[config.mk]
export PLATFORM = sky130hd
export DESIGN_NAME = jtag_scan_master
export DESIGN_NICKNAME = d
export VERILOG_FILES = /design/src/rtl/jtag_pkg.sv /design/src/rtl/jtag_tck_gen.sv /design/src/rtl/jtag_scan_master.sv
export SDC_FILE = /design/constraint.sdc
export NUM_CORES = 1
export LEC_CHECK = 0
export BUFFER_PORTS_ARGS = -buffer_cell sky130_fd_sc_hd__buf_2
export CORE_ASPECT_RATIO = 1.2
export CORE_UTILIZATION = 40
export DETAILED_ROUTE_END_ITERATION = 10
export GPL_TIMING_DRIVEN = 1
export HOLD_SLACK_MARGIN = 0.08
export SLEW_MARGIN = 20
export SYNTH_ARGS = -nofsm -noshare
export SYNTH_HDL_FRONTEND = slang
export SYNTH_SLANG_ARGS = --single-unit
[constraint.sdc]
create_clock -name clk -period 3.9 [get_ports clk]
set_input_delay 0.585 -clock clk [delete_from_list [all_inputs] [get_ports clk]]
set_output_delay 0.585 -clock clk [all_outputs]
set_load 0.02 [all_outputs]
[src/rtl/jtag_pkg.sv]
// ------------------------------------------------------------------
// jtag_pkg : shared types and TMS sequences for the JTAG scan master
// Rev 1.0
// ------------------------------------------------------------------
`default_nettype none

package jtag_pkg;

  typedef enum logic [1:0] {
    OP_RESET    = 2'd0,
    OP_SCAN_IR  = 2'd1,
    OP_SCAN_DR  = 2'd2,
    OP_RUN_IDLE = 2'd3
  } jtag_cmd_op_t;

  typedef enum logic [2:0] {
    ST_INIT  = 3'd0,
    ST_IDLE  = 3'd1,
    ST_HDR   = 3'd2,
    ST_SHIFT = 3'd3,
    ST_TAIL  = 3'd4,
    ST_RUN   = 3'd5,
    ST_RSP   = 3'd6
  } jtag_master_state_t;

  // TMS sequences, bit 0 is driven on the first TCK
  localparam logic [2:0] c_DR_HDR  = 3'b001;
  localparam logic [3:0] c_IR_HDR  = 4'b0011;
  localparam logic [1:0] c_TAIL    = 2'b01;
  localparam logic [5:0] c_TLR_SEQ = 6'b011111;

  // A length of 0 (or anything beyond the data width) means a full-width scan
  function automatic logic [5:0] eff_len(input logic [5:0] len, input logic [5:0] max_len);
    return (len == 6'd0 || len > max_len) ? max_len : len;
  endfunction

endpackage

`default_nettype wire

[src/rtl/jtag_tck_gen.sv]
// ------------------------------------------------------------------
// jtag_tck_gen : divides clk into TCK and flags the clk cycle of each edge
// Rev 1.0
// ------------------------------------------------------------------
`default_nettype none

module jtag_tck_gen #(
  parameter int CLK_DIV = 2
) (
  input  logic clk,
  input  logic trstn,
  input  logic en,
  output logic tck,
  output logic tck_rise,
  output logic tck_fall
);

  localparam int              c_CW   = $clog2(CLK_DIV);
  localparam logic [c_CW-1:0] c_LAST = c_CW'(CLK_DIV - 1);

  logic [c_CW-1:0] r_cnt;
  logic            r_tck;
  logic            w_wrap;

  // Strobes are high in the cycle whose clk edge moves tck
  assign w_wrap   = en && (r_cnt == c_LAST);
  assign tck_rise = w_wrap && !r_tck;
  assign tck_fall = w_wrap && r_tck;
  assign tck      = r_tck;

  always_ff @(posedge clk or negedge trstn) begin
    if (!trstn) begin
      r_cnt <= '0;
      r_tck <= 1'b0;
    end else if (!en) begin
      r_cnt <= '0;
      r_tck <= 1'b0;
    end else if (w_wrap) begin
      r_cnt <= '0;
      r_tck <= ~r_tck;
    end else begin
      r_cnt <= r_cnt + c_CW'(1);
    end
  end

endmodule

`default_nettype wire

[src/rtl/jtag_scan_master.sv]
// ------------------------------------------------------------------
// jtag_scan_master : command-driven JTAG initiator (reset, IR/DR scan, idle)
// Rev 1.0
// ------------------------------------------------------------------
`default_nettype none

module jtag_scan_master
  import jtag_pkg::*;
#(
  parameter int CLK_DIV = 2,
  parameter int MAX_LEN = 32
) (
  input  logic               clk,
  input  logic               trstn,
  input  logic               cmd_valid,
  output logic               cmd_ready,
  input  logic [1:0]         cmd_op,
  input  logic [5:0]         cmd_len,
  input  logic [MAX_LEN-1:0] cmd_data,
  output logic               rsp_valid,
  input  logic               rsp_ready,
  output logic [MAX_LEN-1:0] rsp_data,
  output logic               busy,
  output logic               tck_o,
  output logic               tms_o,
  output logic               tdi_o,
  input  logic               tdo_i
);

  localparam int c_IW = $clog2(MAX_LEN);

  jtag_master_state_t r_state, w_state_nxt;
  jtag_cmd_op_t       r_op, w_op_nxt;
  logic [5:0]         r_len, w_len_nxt;
  logic [5:0]         r_cnt, w_cnt_nxt, w_cnt_inc, w_hdr_last;
  logic [MAX_LEN-1:0] r_data, w_data_nxt;
  logic [MAX_LEN-1:0] r_rsp_data, w_rsp_nxt;
  logic               r_tms, w_tms_nxt;
  logic               r_tdi, w_tdi_nxt;
  logic               r_init_rsp, w_init_rsp_nxt;
  logic               w_tck_rise, w_tck_fall;

  assign cmd_ready = (r_state == ST_IDLE);
  assign rsp_valid = (r_state == ST_RSP);
  assign busy      = (r_state != ST_IDLE) && (r_state != ST_RSP);
  assign rsp_data  = r_rsp_data;
  assign tms_o     = r_tms;
  assign tdi_o     = r_tdi;

  jtag_tck_gen #(.CLK_DIV(CLK_DIV)) u_tck_gen (
    .clk      (clk),
    .trstn    (trstn),
    .en       (busy),
    .tck      (tck_o),
    .tck_rise (w_tck_rise),
    .tck_fall (w_tck_fall)
  );

  always_ff @(posedge clk or negedge trstn) begin
    if (!trstn) begin
      r_state    <= ST_INIT;
      r_op       <= OP_RESET;
      r_len      <= '0;
      r_cnt      <= '0;
      r_data     <= '0;
      r_rsp_data <= '0;
      r_tms      <= 1'b1;
      r_tdi      <= 1'b0;
      r_init_rsp <= 1'b0;
    end else begin
      r_state    <= w_state_nxt;
      r_op       <= w_op_nxt;
      r_len      <= w_len_nxt;
      r_cnt      <= w_cnt_nxt;
      r_data     <= w_data_nxt;
      r_rsp_data <= w_rsp_nxt;
      r_tms      <= w_tms_nxt;
      r_tdi      <= w_tdi_nxt;
      r_init_rsp <= w_init_rsp_nxt;
    end
  end

  // On each TCK fall the counter advances and TMS/TDI are set up for the next TCK
  always_comb begin
    w_state_nxt    = r_state;
    w_op_nxt       = r_op;
    w_len_nxt      = r_len;
    w_cnt_nxt      = r_cnt;
    w_data_nxt     = r_data;
    w_rsp_nxt      = r_rsp_data;
    w_tms_nxt      = r_tms;
    w_tdi_nxt      = r_tdi;
    w_init_rsp_nxt = r_init_rsp;
    w_cnt_inc      = r_cnt + 6'd1;
    w_hdr_last     = (r_op == OP_SCAN_IR) ? 6'd3 : 6'd2;

    case (r_state)
      ST_INIT: begin
        if (w_tck_fall) begin
          if (r_cnt == 6'd5) begin
            w_cnt_nxt      = '0;
            w_tms_nxt      = 1'b0;
            w_state_nxt    = r_init_rsp ? ST_RSP : ST_IDLE;
            w_init_rsp_nxt = 1'b0;
          end else begin
            w_cnt_nxt = w_cnt_inc;
            w_tms_nxt = c_TLR_SEQ[w_cnt_inc[2:0]];
          end
        end
      end

      ST_IDLE: begin
        if (cmd_valid) begin
          w_op_nxt   = jtag_cmd_op_t'(cmd_op);
          w_len_nxt  = eff_len(cmd_len, 6'(MAX_LEN));
          w_data_nxt = cmd_data;
          w_rsp_nxt  = '0;
          w_cnt_nxt  = '0;
          w_tdi_nxt  = 1'b0;
          case (jtag_cmd_op_t'(cmd_op))
            OP_RESET: begin
              w_state_nxt    = ST_INIT;
              w_init_rsp_nxt = 1'b1;
              w_tms_nxt      = c_TLR_SEQ[0];
            end
            OP_RUN_IDLE: begin
              w_state_nxt = ST_RUN;
              w_tms_nxt   = 1'b0;
            end
            OP_SCAN_IR: begin
              w_state_nxt = ST_HDR;
              w_tms_nxt   = c_IR_HDR[0];
            end
            default: begin
              w_state_nxt = ST_HDR;
              w_tms_nxt   = c_DR_HDR[0];
            end
          endcase
        end
      end

      ST_HDR: begin
        if (w_tck_fall) begin
          if (r_cnt == w_hdr_last) begin
            w_state_nxt = ST_SHIFT;
            w_cnt_nxt   = '0;
            w_tdi_nxt   = r_data[0];
            w_tms_nxt   = (r_len == 6'd1);
          end else begin
            w_cnt_nxt = w_cnt_inc;
            w_tms_nxt = (r_op == OP_SCAN_IR) ? c_IR_HDR[w_cnt_inc[1:0]] : c_DR_HDR[w_cnt_inc[1:0]];
          end
        end
      end

      ST_SHIFT: begin
        if (w_tck_rise) begin
          w_rsp_nxt[r_cnt[c_IW-1:0]] = tdo_i;
        end else if (w_tck_fall) begin
          if (r_cnt == r_len - 6'd1) begin
            w_state_nxt = ST_TAIL;
            w_cnt_nxt   = '0;
            w_tms_nxt   = c_TAIL[0];
            w_tdi_nxt   = 1'b0;
          end else begin
            w_cnt_nxt = w_cnt_inc;
            w_tdi_nxt = r_data[w_cnt_inc[c_IW-1:0]];
            w_tms_nxt = (w_cnt_inc == r_len - 6'd1);
          end
        end
      end

      ST_TAIL: begin
        if (w_tck_fall) begin
          if (r_cnt == 6'd1) begin
            w_state_nxt = ST_RSP;
            w_cnt_nxt   = '0;
            w_tms_nxt   = 1'b0;
          end else begin
            w_cnt_nxt = w_cnt_inc;
            w_tms_nxt = c_TAIL[1];
          end
        end
      end

      ST_RUN: begin
        if (w_tck_fall) begin
          if (r_cnt == r_len - 6'd1) begin
            w_state_nxt = ST_RSP;
            w_cnt_nxt   = '0;
          end else begin
            w_cnt_nxt = w_cnt_inc;
          end
        end
      end

      ST_RSP: begin
        if (rsp_ready) w_state_nxt = ST_IDLE;
      end

      default: w_state_nxt = ST_INIT;
    endcase
  end

endmodule

`default_nettype wire

# Yosys cells after proc, flatten, opt, wreduce, memory -nomap -nowiden
# Memories as Yosys holds them, arrays and structs flattened.
# Cells that the tools add are included.
# op_classes
add_sub_neg	3
n_lt_le_gt_ge	6
n_eq_ne	32
mux	70
n_bitwise	1
reduce_logical	22
# ops
cell	n
$mux 6	11
$mux 32	2
$pmux 32 s2	1
$mux 3	14
$pmux 6 s6	1
$bwmux 32	1
$mux 1	31
$pmux 3 s7	1
$ne 2x1->1 const B	8
$ne 2x2->1 const B	8
$reduce_and 13->1	1
$eq 6x1->1 const B	2
$eq 6x6->1	2
$lt 5x6->1 const B	2
$reduce_and 6->1	2
$eq 3x3->1 const B	3
$reduce_and 7->1	1
$add 6x1->6 const B	1
$eq 3x2->1 const B	2
$eq 6x2->1	1
$eq 6x3->1 const B	1
$gt 6x6->1 const B	1
$logic_not 6->1	1
$pmux 3 s2	1
other kinds (29)	35
# word_totals
regBits	86
mem_bits_ro	8
in_bits	45
out_inout_bits	38
word_cells	146
memories	1
# mem_list
name	depth	word_bits	read_ports	rd_clocked_by_memory_dff	wr	line	text
(name not given)	8	1	1	0	0	jtag_scan_master.sv:107	w_tms_nxt = c_TLR_SEQ[w_cnt_inc[2:0]];

# Depth between registers and ports, before layout
# depth
word_depth	7
ltp_mapped	10
mapped_depth_nobuf	8

# By module
# Synthesis repeated with hierarchy kept, for this count alone.
# hier_totals
hier_cells	495
area_unflattened_um2	4852.2
# modules_own_cells
module	instances	cells_each	area_each_um2	seq_area_each_um2
jtag_scan_master	1	487	4763.3	2103.3
jtag_tck_gen	1	8	88.8	50.0

# Worst setup path before layout
# OpenSTA, ideal clock, no wires.
# synth_timing
kind	reg-to-reg
start	register r_cnt[0]
end	register r_tdi, in the netlist tdi_o
setup_ps	124
t_arrival_ps	2291
required_time_ps	3776
slack_ps	1485
stages_incl_launch_ff	10
n_path_buf	3
synth_period_minus_slack_ps	2415
path_cell_list	dfrtp_1 -> buf_2 -> buf_2 -> inv_1 -> ha_1 -> clkbuf_1 -> mux4_2 -> a221o_1 -> nand3_1 -> o21ai_1
# synth_via
elab_chain_cells	7
word_cells_on_any_way	11
classes_between	1 x add/sub; 3 x eq/ne; 6 x mux; 1 x reduce/logical
# synth_lines
item	line	text
from (decl)	jtag_scan_master.sv:35	logic [5:0] r_cnt, w_cnt_nxt, w_cnt_inc, w_hdr_last;
from (signal assigned)	jtag_scan_master.sv:74	r_cnt <= w_cnt_nxt;
$add 6x1->6	jtag_scan_master.sv:94	w_cnt_inc = r_cnt + 6'd1;
$bmux 1 s5	jtag_scan_master.sv:167	w_tdi_nxt = r_data[w_cnt_inc[c_IW-1:0]];
$mux 1 (not written as such)	jtag_scan_master.sv:167	
$mux 1	jtag_scan_master.sv:160	if (r_cnt == r_len - 6'd1) begin
$mux 1	jtag_scan_master.sv:159	end else if (w_tck_fall) begin
$mux 1	jtag_scan_master.sv:157	if (w_tck_rise) begin
$pmux 1 s3	jtag_scan_master.sv:97	case (r_state)
to (signal assigned)	jtag_scan_master.sv:78	r_tdi <= w_tdi_nxt;
to (decl)	jtag_scan_master.sv:39	logic r_tdi, w_tdi_nxt;
# Parallel ways exist; a longest one is shown, timed or not. The select of a mux whose other input is x is not followed.
# A chain may end at the register's enable or synchronous reset.

# Worst setup path after layout
# layout_timing
start	register r_state[1]
end	register r_rsp_data[18], in the netlist rsp_data[18]
# layout_via
elab_chain_cells	6
word_cells_on_any_way	12
classes_between	6 x eq/ne; 1 x mux; 5 x reduce/logical
# layout_lines
item	line	text
from (decl)	jtag_scan_master.sv:32	jtag_master_state_t r_state, w_state_nxt;
from (signal assigned)	jtag_scan_master.sv:71	r_state <= w_state_nxt;
$ne 3x1->1 / $ne 3x3->1 (equally long branches)	jtag_scan_master.sv:45	assign busy = (r_state != ST_IDLE) && (r_state != ST_RSP);
$logic_and 1x1->1	jtag_scan_master.sv:45	
$logic_and 1x1->1	jtag_tck_gen.sv:26	assign w_wrap = en && (r_cnt == c_LAST);
$logic_and 1x1->1	jtag_tck_gen.sv:27	assign tck_rise = w_wrap && !r_tck;
$ne 2x1->1 (no line)	-	
$reduce_and 3->1 (no line)	-	
to (signal assigned)	jtag_scan_master.sv:76	r_rsp_data <= w_rsp_nxt;
to (decl)	jtag_scan_master.sv:37	logic [MAX_LEN-1:0] r_rsp_data, w_rsp_nxt;
# Parallel ways exist; a longest one is shown, timed or not.

==> metrics.yaml <==
status:
  status: "complete, no violations"
synth:
  synth.most_common_cell: "nand2_1"
  yosys_warnings: 0
  ys_types: 63
  avgSynthCellArea_um2: 8.79
  yosys.area.top_type: "dfrtp_1"
  syn_inst: 549
  synth_area_leaders: "dfrtp_1 44%, nand2_1 10%, o21ai_0 6.7%"
  synth_area_um2: 4820
  synth_fp_nets: 603
  synth_top_area_frac: 0.441
  synth_top_cells_by_count: "134 x nand2_1, 85 x dfrtp_1, 65 x o21ai_0"
  synthArstFlopShare: 1.00
  synth_edf_count: 0
  dominantRegCellSynth: "dfrtp_1"
  seq_area_frac_synth: 0.446
  synth_seq_cells: 86
global_routing:
  grt_most_used_layer: "met2"
  track_usage: 0.218
  met2_usage: 0.357
  grt_max_degree: 60
  grt_pass1_wl_mm: 20.9
  first_global_vias: 4133
  grt_use_met3: 0.0325
  globalRoute.totalOverflow: 0
  antenna_found_initial: 0
  use_met1: 0.285
timing:
  max_slew_margin: 0.501
  setup_violations: 0
  finalCritPeriodShare: 0.689
  worst_pin_slew_ns: 0.745
  rsz0062_at_grt: "false"
  hold_violations: 0
  max_clock_freq_mhz: 372
  final_max_slew_viol_count: 0
  fin_hold_ws_ns: 0.302
  tns_ns: 0
  fin_crit_ns: 2.69
  clock_skew_ns: 0.00643
final_layout:
  area_growth_pct: 16.1
  num_antenna_cells: 0
  fin_util: 0.480
  drive_above_1_share: 0.212
  final_nets: 666
pwr:
  finalPower_mw: 4.07
  vdd_ir_drop_max_uv: 364
  powerDensity_nw_per_um2: 727
  leakage_nw: 2.68
critical_path:
  critical_path_class: "flip-flop to flip-flop"
  cp_max_fo: 34
  reg2reg_depth: 7
  endpoint: "rsp_data[18]"
  arrival_ns: 2.95
  worst_r2r_startpoint: "r_state[1]"
  cp.required_ns: 4.16
  r2r_slack_ns: 1.21
  worstSetupStartpointType: "flip-flop"
  regToRegEndpoint: "rsp_data[18]"
  crit_start: "r_state[1]"
  worst_setup_path_end_kind: "flip-flop"
clocking:
  ctsRootBufferMaster: "clkbuf_16"
  cts_inserted_buffers: 9
  htree_levels: 3
  postCtsHoldBufs: 0
  insertion_delay_ns: 0.35
  cts_resized: 0
  path_clk_slew_ns: 0.07
  cts_sinks: 86
  cts_max_path_buffers: 2
  cts_tree: "done"
  postCtsSetupBuffers: 0
floorplanning:
  die_area_um2: 12500
  core_area_um2: 11700
  rows: 43
  die_height_um: 122
  io_pins: 83
  initial_core_util: 0.413
  die_width_um: 102
routing:
  routedWlPerCell_um: 16.3
  drc: 0
  first_iter_violations: 270
  dr.pass1.iters: 7
  vias: 4218
  via_per_inst: 5.45
  wirelength_mm: 12.6
  ant_nets: 0
placed_design:
  port_buffers: 82
  hpwl_mm: 8.78
  gp_congestion: 0.880
worst_hold_path:
  worst_hold_path_type: "input port to async pin"
job:
  drv_cap: 0
==> worst max-delay path, cell delays in order, from the launching register on <==
cell	delay [ns]
dfrtp_1	0.73
inv_1	0.27
nor3b_1	0.26
o21ai_1	0.08
buf_4	0.25
nor3_1	0.38
nand2_1	0.35
o21ai_0	0.28
==> sequential cells by signal (all words and copies together) (netlist names) <==
name and flops:
r_cnt 6, r_data 32, r_init_rsp 1, r_len 6, r_op 2, r_state 3, rsp_data 32, tdi_o 1
tms_o 1, u_tck_gen.r_cnt 1, u_tck_gen.tck 1
==> layout by cell type, fill, tap and decap left out, types with 3 or more instances in the layout <==
cell type	count
nor2b_1	6
a211oi_1	4
inv_6	3
a31oi_1	7
xnor2_1	11
o22ai_1	3
nand2_1	134
mux2i_1	5
inv_1	14
xor2_1	7
buf_4	7
mux4_2	8
ha_1	9
nor2_1	26
nor3b_1	3
nand3b_1	6
buf_2	81
dfrtp_1	85
nand3_1	11
a21oi_1	37
o21ai_1	16
o21ai_0	65
nor3_1	10
clkbuf_16	9
==> layer usage <==
metal	up-vias	wire [um]
li1	2026	-
met1	2025	5480
met2	149	6230
met3	18	639
met4	0	238
met5	-	0
==> cells by family after synthesis <==
family / count (synthesis) / synth area share
and+or+nand+nor: 218 / 0.207
buffers and inverters: 51 / 0.0469
muxes: 14 / 0.0524
AOI/OAI and AO/OA: 152 / 0.186
xor gates and xnor gates: 19 / 0.0374
adders and majority gates: 9 / 0.0233
DFF: 86 / 0.446
==> cell type report <==
cell class                      count  area, um2
Multi-Input combinational cell    412       2440
Inverter                           15       56.3
Timing Repair Buffer               88        458
Clock buffer                        9        225
Fill cell                        1171       6070
Sequential cell                    86       2150
Tap cell                          157        196
Clock inverter                      7       67.6
==> power breakdown <==
part	leakage, nW	switching (mW)	internal (mW)	total, mW
sequential	1.13	0.290	1.15	1.43
combinational	1.42	1.03	0.762	1.80
clock	0.140	0.396	0.446	0.842
==> through the flow <==
stage | worst slack [ns] | std cells | instance area, um2
2_1_floorplan | 1.48 | 549 | 4820
3_3_place_gp | 1.37 | 758 | 5310
3_5_place_dp | 1.30 | 758 | 5310
4_1_cts | 1.23 | 774 | 5600
5_1_grt | 0.961 | 774 | 5600
6_report | 1.21 | 774 | 5600
==> worst min path at each step <==
stage | from | end | cells after the start
4_1_cts | trstn | r_data[22] | 1
3_5_place_dp | r_data[31] | r_data[31] | 2
5_1_grt | trstn | r_data[23] | 1
3_3_place_gp | r_data[29] | r_data[29] | 2
2_1_floorplan | trstn | r_cnt[0] | 0
6_report | trstn | r_data[22] | 1
Power figures use the tool's default switching activity.
